**config.mk**
```make
export PLATFORM = sky130hd
export DESIGN_NAME = button_avalon_poller
export DESIGN_NICKNAME = d
export VERILOG_FILES = /design/src/rtl/button_avalon_poller.sv
export SDC_FILE = /design/constraint.sdc
export NUM_CORES = 1
export LEC_CHECK = 0
export ABC_AREA = 1
export CORE_ASPECT_RATIO = 1.1
export CORE_MARGIN = 2
export CORE_UTILIZATION = 49
export CTS_CLUSTER_DIAMETER = 80
export DETAILED_ROUTE_END_ITERATION = 8
export PLACE_DENSITY = 0.93
export SYNTH_ARGS = -nofsm -noshare
export SYNTH_HDL_FRONTEND = slang
export SYNTH_SLANG_ARGS = --single-unit
```
**constraint.sdc**
```tcl
create_clock -name clk -period 2.75 [get_ports clk]
set_input_delay 0.6875 -clock clk [delete_from_list [all_inputs] [get_ports clk]]
set_output_delay 0.6875 -clock clk [all_outputs]
set_load 0.05 [all_outputs]
```
**src/rtl/button_avalon_poller.sv**
```systemverilog
// Avalon-MM initiator: polls the button status register, echoes changes to the LED register,
// and emits change events through a 1-deep valid/ready register (a full register drops new events).
module button_avalon_poller #(
  parameter int unsigned POLL_CYCLES    = 50000,
  parameter int unsigned TIMEOUT_CYCLES = 255,
  parameter logic        RD_ADDR        = 1'b0,
  parameter logic        WR_ADDR        = 1'b1
) (
  input  logic        clk,
  input  logic        rst_n,
  input  logic        enable,
  output logic        avm_address,
  output logic        avm_read,
  output logic        avm_write,
  output logic        avm_chipselect,
  output logic [31:0] avm_writedata,
  input  logic [31:0] avm_readdata,
  input  logic        avm_waitrequest,
  output logic        evt_valid,
  input  logic        evt_ready,
  output logic [7:0]  evt_state,
  output logic [7:0]  evt_changed,
  output logic        overflow,
  output logic        bus_error,
  input  logic        clear_flags
);

  localparam int unsigned PW = $clog2(POLL_CYCLES);
  localparam int unsigned TW = $clog2(TIMEOUT_CYCLES + 1);

  typedef enum logic [1:0] {
    S_IDLE,
    S_READ,
    S_COMPARE,
    S_WRITE
  } state_t;

  state_t        r_state;
  state_t        w_state_nxt;
  logic [PW-1:0] r_timer;
  logic [TW-1:0] r_to_cnt;
  logic [7:0]    r_captured;
  logic [7:0]    r_last_state;
  logic          w_tick;
  logic          w_busy;
  logic          w_to_expired;
  logic          w_capture;
  logic          w_abort;
  logic          w_changed;
  logic          w_load;
  logic          w_xfer;
  logic          w_unused_rd;

  assign w_unused_rd  = ^avm_readdata[31:8];
  assign w_tick       = enable && (r_timer == '0);
  assign w_busy       = (r_state == S_READ) || (r_state == S_WRITE);
  assign w_to_expired = (r_to_cnt == TW'(TIMEOUT_CYCLES - 1));
  assign w_changed    = (r_captured != r_last_state);
  assign w_load       = (r_state == S_COMPARE) && w_changed;
  assign w_xfer       = evt_valid && evt_ready;

  // Free-running poll timer; ticks that land outside IDLE are simply lost.
  always_ff @(posedge clk or negedge rst_n) begin
    if (!rst_n) begin
      r_timer <= PW'(POLL_CYCLES - 1);
    end else if (!enable || w_tick) begin
      r_timer <= PW'(POLL_CYCLES - 1);
    end else begin
      r_timer <= r_timer - 1'b1;
    end
  end

  always_ff @(posedge clk or negedge rst_n) begin
    if (!rst_n) begin
      r_state <= S_IDLE;
    end else begin
      r_state <= w_state_nxt;
    end
  end

  always_comb begin
    w_state_nxt    = r_state;
    w_capture      = 1'b0;
    w_abort        = 1'b0;
    avm_read       = 1'b0;
    avm_write      = 1'b0;
    avm_chipselect = 1'b0;
    avm_address    = 1'b0;
    avm_writedata  = 32'd0;
    case (r_state)
      S_IDLE: begin
        if (w_tick) w_state_nxt = S_READ;
      end
      S_READ: begin
        avm_read       = 1'b1;
        avm_chipselect = 1'b1;
        avm_address    = RD_ADDR;
        if (!avm_waitrequest) begin
          w_capture   = 1'b1;
          w_state_nxt = S_COMPARE;
        end else if (w_to_expired) begin
          w_abort     = 1'b1;
          w_state_nxt = S_IDLE;
        end
      end
      S_COMPARE: begin
        w_state_nxt = w_changed ? S_WRITE : S_IDLE;
      end
      S_WRITE: begin
        avm_write      = 1'b1;
        avm_chipselect = 1'b1;
        avm_address    = WR_ADDR;
        avm_writedata  = {24'd0, r_last_state};
        if (!avm_waitrequest) begin
          w_state_nxt = S_IDLE;
        end else if (w_to_expired) begin
          w_abort     = 1'b1;
          w_state_nxt = S_IDLE;
        end
      end
      default: w_state_nxt = S_IDLE;
    endcase
  end

  // Counts stalled request cycles; restarts whenever a new request begins.
  always_ff @(posedge clk or negedge rst_n) begin
    if (!rst_n) begin
      r_to_cnt <= '0;
    end else if (w_busy && avm_waitrequest) begin
      r_to_cnt <= r_to_cnt + 1'b1;
    end else begin
      r_to_cnt <= '0;
    end
  end

  always_ff @(posedge clk or negedge rst_n) begin
    if (!rst_n) begin
      r_captured   <= 8'd0;
      r_last_state <= 8'd0;
    end else begin
      if (w_capture) r_captured <= avm_readdata[7:0];
      if (w_load) r_last_state <= r_captured;
    end
  end

  // A load that coincides with a transfer replaces the register without overflow.
  always_ff @(posedge clk or negedge rst_n) begin
    if (!rst_n) begin
      evt_valid   <= 1'b0;
      evt_state   <= 8'd0;
      evt_changed <= 8'd0;
    end else if (w_load && !(evt_valid && !evt_ready)) begin
      evt_valid   <= 1'b1;
      evt_state   <= r_captured;
      evt_changed <= r_captured ^ r_last_state;
    end else if (w_xfer) begin
      evt_valid <= 1'b0;
    end
  end

  always_ff @(posedge clk or negedge rst_n) begin
    if (!rst_n) begin
      overflow  <= 1'b0;
      bus_error <= 1'b0;
    end else begin
      if (w_load && evt_valid && !evt_ready) overflow <= 1'b1;
      else if (clear_flags) overflow <= 1'b0;
      if (w_abort) bus_error <= 1'b1;
      else if (clear_flags) bus_error <= 1'b0;
    end
  end

endmodule

```
After elaboration in Yosys (flattened, before gate mapping)
Cells that the tools add are included.

Output and inout port bits: 55. Memory bits (writable): 0. Memories: 0. Logic and storage cells: 60. Input port bits: 38. Bits in read-only memories: 0. Bits in latches: 0. Register bits after elaboration: 61.

$add $sub $neg: 2. Equal/unequal tests: 6. Muxes and demuxes: 22. Shift-type cells: 0. Bitwise logic cells: 1. Magnitude comparators: 0. Multipliers: 0. Reduce and logical (&&, ||, !) cells: 19. Divide/modulo/power cells: 0.

Operators by type and width (number): $logic_not A16 Y1 (1); $mux W16 (1); $mux W8 (2); $sub A16 B1 Y16 const B (1); $mux W1 (13); $mux W2 (5); $add A8 B1 Y8 const B (1); $eq A8 B8 Y1 const B (1); $logic_and A1 B1 Y1 (8); $ne A8 B8 Y1 (1); $pmux W2 S4 (1); $xor A8 B8 Y8 (1); $reduce_bool A2 Y1 (3); $eq A2 B2 Y1 const B (2); $logic_not A1 Y1 (3); $eq A2 B1 Y1 const B (1); $logic_not A2 Y1 (1); $logic_or A1 B1 Y1 (2); $ne A2 B2 Y1 const B (1); $reduce_or A2 Y1 (1).

Logic depth before layout (Yosys ltp)
Depth after elaboration: 5. Depth in mapped cells: 10. Depth with buffers taken out: 9.

Least setup slack after synthesis
OpenSTA, ideal clock, no wires.

Kind: register to output. Start point: reg r_state[0]. End point: out avm_writedata[0]. Path buffers: 0. Data arrival time: 1254 ps. Setup slack: 809 ps. Cell stages (with the launch flop): 3. Data required time: 2062 ps. Cell sequence: dfrtp_1 > nand2_1 > nor2_1.

Word-level cells in the longest chain between the ends: 2.

Ends and longest elaborated chain: start, declared (line 38) `state_t r_state;`; start signal, assigned (line 77) `r_state <= w_state_nxt;`; $eq A2 B2 Y1 (line 90) `case (r_state)`; $mux W8 (line 90); end, declared (line 16) `output logic [31:0] avm_writedata,`.

Every way passes these cells.

Worst setup path in the final report
Start point: reg r_state[1]. End point: out avm_writedata[4].

The elaborated chain is that of the path after synthesis.

==> impl_metrics.ini <==
[die]
dieArea_mm2 = 0.00707
rows = 30
die_h_um = 88.0
core-area_mm2 = 0.00619
fp.dieW_um = 80.3
ios = 93
start_util = 0.507

[setup_path]
crit_path_end_kind = primary output
r2r-end = r_state[1]
crit_type = flop to primary output
critPathLaunchType = flop
cp.required_ns = 2.06
rr_worst_depth = 8
crit_fanout = 9
rrSetupSlack_ns = 0.84
cp-startpoint = r_state[1]
rr_startpoint = r_captured[1]
arrival_ns = 1.93

[synth]
synthFlopType = dfrtp_1
ys_ff_latch = 61
synth_cells = 384
synth_edf_count = 0
syn-cell-area_mm2 = 0.00314
syn_avg_cell_area_um2 = 8.18
synth.distinct_cells = 31
async_flop_share = 1.00
ys_seq_area_frac = 0.490
yosys_warnings = 0

[power]
p_leak_nw = 1.95
combPwrFrac = 0.501
p_switching_mw = 1.95
power.share.sequential = 0.330
switching_share = 0.469
clkPwrFrac = 0.169
internal_power_mw = 2.21
power.density_mw_per_mm2 = 1110
peakVddDrop_mv = 0.767
power_mw = 4.16

[grt]
grt_overflow_total = 0
antenna_found_initial = 0
grt_pass1_vias = 2380
grt_pass1_wl_mm = 10.3
track_usage = 0.191
grt_max_degree = 62

[routing]
vias_per_cell = 4.89
ant_nets = 0
dr.pass1.iters = 4
wl_per_cell_um = 12.0
num_vias = 2526
drt_iter0_markers = 147
drc = 0
wl_mm = 6.20

[timing]
finalCritPeriodShare = 0.951
max_freq_mhz = 382
hold_viol = 0
finalClockSkew_ns = 0.00525
finalCriticalPeriod_ns = 2.62
rsz0062_at_grt = false
worst_slew_pin_slew_ns = 0.519
setup_viol = 0
tns_ns = 0
final-max-slew-violation-count = 0
relSlewSlack = 0.653

[finish]
diodes = 0
final_common_cell = nand2_1
drive_gt1_frac = 0.128
most-common-layout-cells = nand2_1 (103), dfrtp_1 (52), nor2_1 (43)
area_delta_synth_final_pct = 19.3
num-nets-final = 475
final_cell_area_mm2 = 0.00375

[place]
port_buffers = 44
place_area_mm2 = 0.00356
gp_congestion = 0.862
dp_hpwl_mm = 4.43

[clock_tree]
cts_tree = yes
cts_setup_buffers = 0
cts_buffers = 9
clock_sinks = 61
htree_levels = 3
clockBufferDepth = 2
clk_latency_ns = 0.34
clk_pin_slew_ns = 0.06
cts-root-buf = clkbuf_8

[status]
run_status = completed

[min_path]
worstHoldPathType = input port to asynchronous set/reset pin

[flow_run]
drv_cap = 0
[flip-flops by register name, indices dropped and copies added (netlist names)]
name and cells:
r_last_state 8, overflow 1, evt_changed 8, evt_valid 1, r_timer 16, r_to_cnt 8
r_state 2, bus_error 1, evt_state 8, r_captured 8
[metrics by stage]
step	hold WS [ns]	worst slack, ns	std cells	util
6_report	0.366	0.134	517	0.605
5_1_grt	0.387	0.0109	517	0.605
4_1_cts	0.376	0.0905	517	0.604
3_5_place_dp	0.440	0.463	502	0.575
3_3_place_gp	0.437	0.488	502	0.575
2_1_floorplan	0.392	0.809	407	-
[cell families after synthesis]
family,Yosys count,share of synthesized area
and+or+nand+nor,201,0.281
buffers and inverters,83,0.137
DFF,61,0.490
AOI/OAI and AO/OA,27,0.0550
xor gates and xnor gates,7,0.0195
adders and majority gates,4,0.0159
other,1,0.00119
[synth_stat cells, types with 2 or more instances]
cell type | number | area (µm²)
buf_2 | 3 | 15.0
or2_1 | 2 | 12.5
nor2_2 | 4 | 25.0
inv_2 | 9 | 33.8
nor3_1 | 7 | 35.0
buf_6 | 3 | 33.8
o21ai_2 | 9 | 78.8
nor2_1 | 43 | 161
nand2_2 | 4 | 25.0
xnor2_1 | 2 | 17.5
o21ai_0 | 5 | 25.0
nand4_1 | 18 | 113
dfstp_2 | 9 | 236
clkbuf_1 | 2 | 7.51
dfrtp_1 | 52 | 1300
inv_1 | 41 | 154
buf_4 | 25 | 188
nand3_1 | 14 | 70.1
ha_1 | 4 | 50.1
nand2_1 | 103 | 387
a21oi_1 | 11 | 55.1
xor2_1 | 5 | 43.8
[metal layers]
| metal | vias up | share of wire | track usage |
|---|---|---|---|
| met5 | - | 0 | 0 |
| met3 | 11 | 0.046 | 0.0433 |
| met1 | 1177 | 0.43 | 0.234 |
| li1 | 1257 | - | - |
| met2 | 81 | 0.51 | 0.320 |
| met4 | 0 | 0.019 | 0.0940 |
[final cells by class]
| type | count | area [µm²] |
|---|---|---|
| Tap cell | 80 | 100 |
| Sequential cell | 61 | 1540 |
| Inverter | 50 | 188 |
| Timing Repair Buffer | 48 | 485 |
| Fill cell | 496 | 2450 |
| Clock inverter | 1 | 5.00 |
| Clock buffer | 14 | 173 |
| Multi-Input combinational cell | 263 | 1260 |
[worst max-delay path by stage]
stage                       end  slack (ns)  cells after the start
2_1_floorplan  avm_writedata[0]        0.81                      2
3_3_place_gp   avm_writedata[1]        0.49                      3
3_5_place_dp   avm_writedata[3]        0.46                      3
4_1_cts        avm_writedata[1]        0.09                      3
5_1_grt        avm_writedata[5]        0.01                      3
6_report       avm_writedata[4]        0.13                      3
[worst max-delay path: stages, from the launching register on]
cell and delay (ns):
dfrtp_1 0.39, nand2_1 0.23, nor2_1 0.15, clkdlybuf4s50_1 0.81
[repair_timing]
action	in CTS	in global routing
hold buffers	0	0
resized for setup	0	3
endpoints found under the setup margin	0	3
[power by group through the flow]
stage | clock network (mW) | registers, mW | logic, mW
after CTS | 0.716 | 1.37 | 2.11
final | 0.704 | 1.37 | 2.09
after global routing | 0.760 | 1.40 | 2.26
after floorplan | 0 | 1.80 | 1.10
after detailed placement | 0 | 1.38 | 2.09
after global placement | 0 | 1.36 | 2.03
Power figures use the tool's default switching activity.
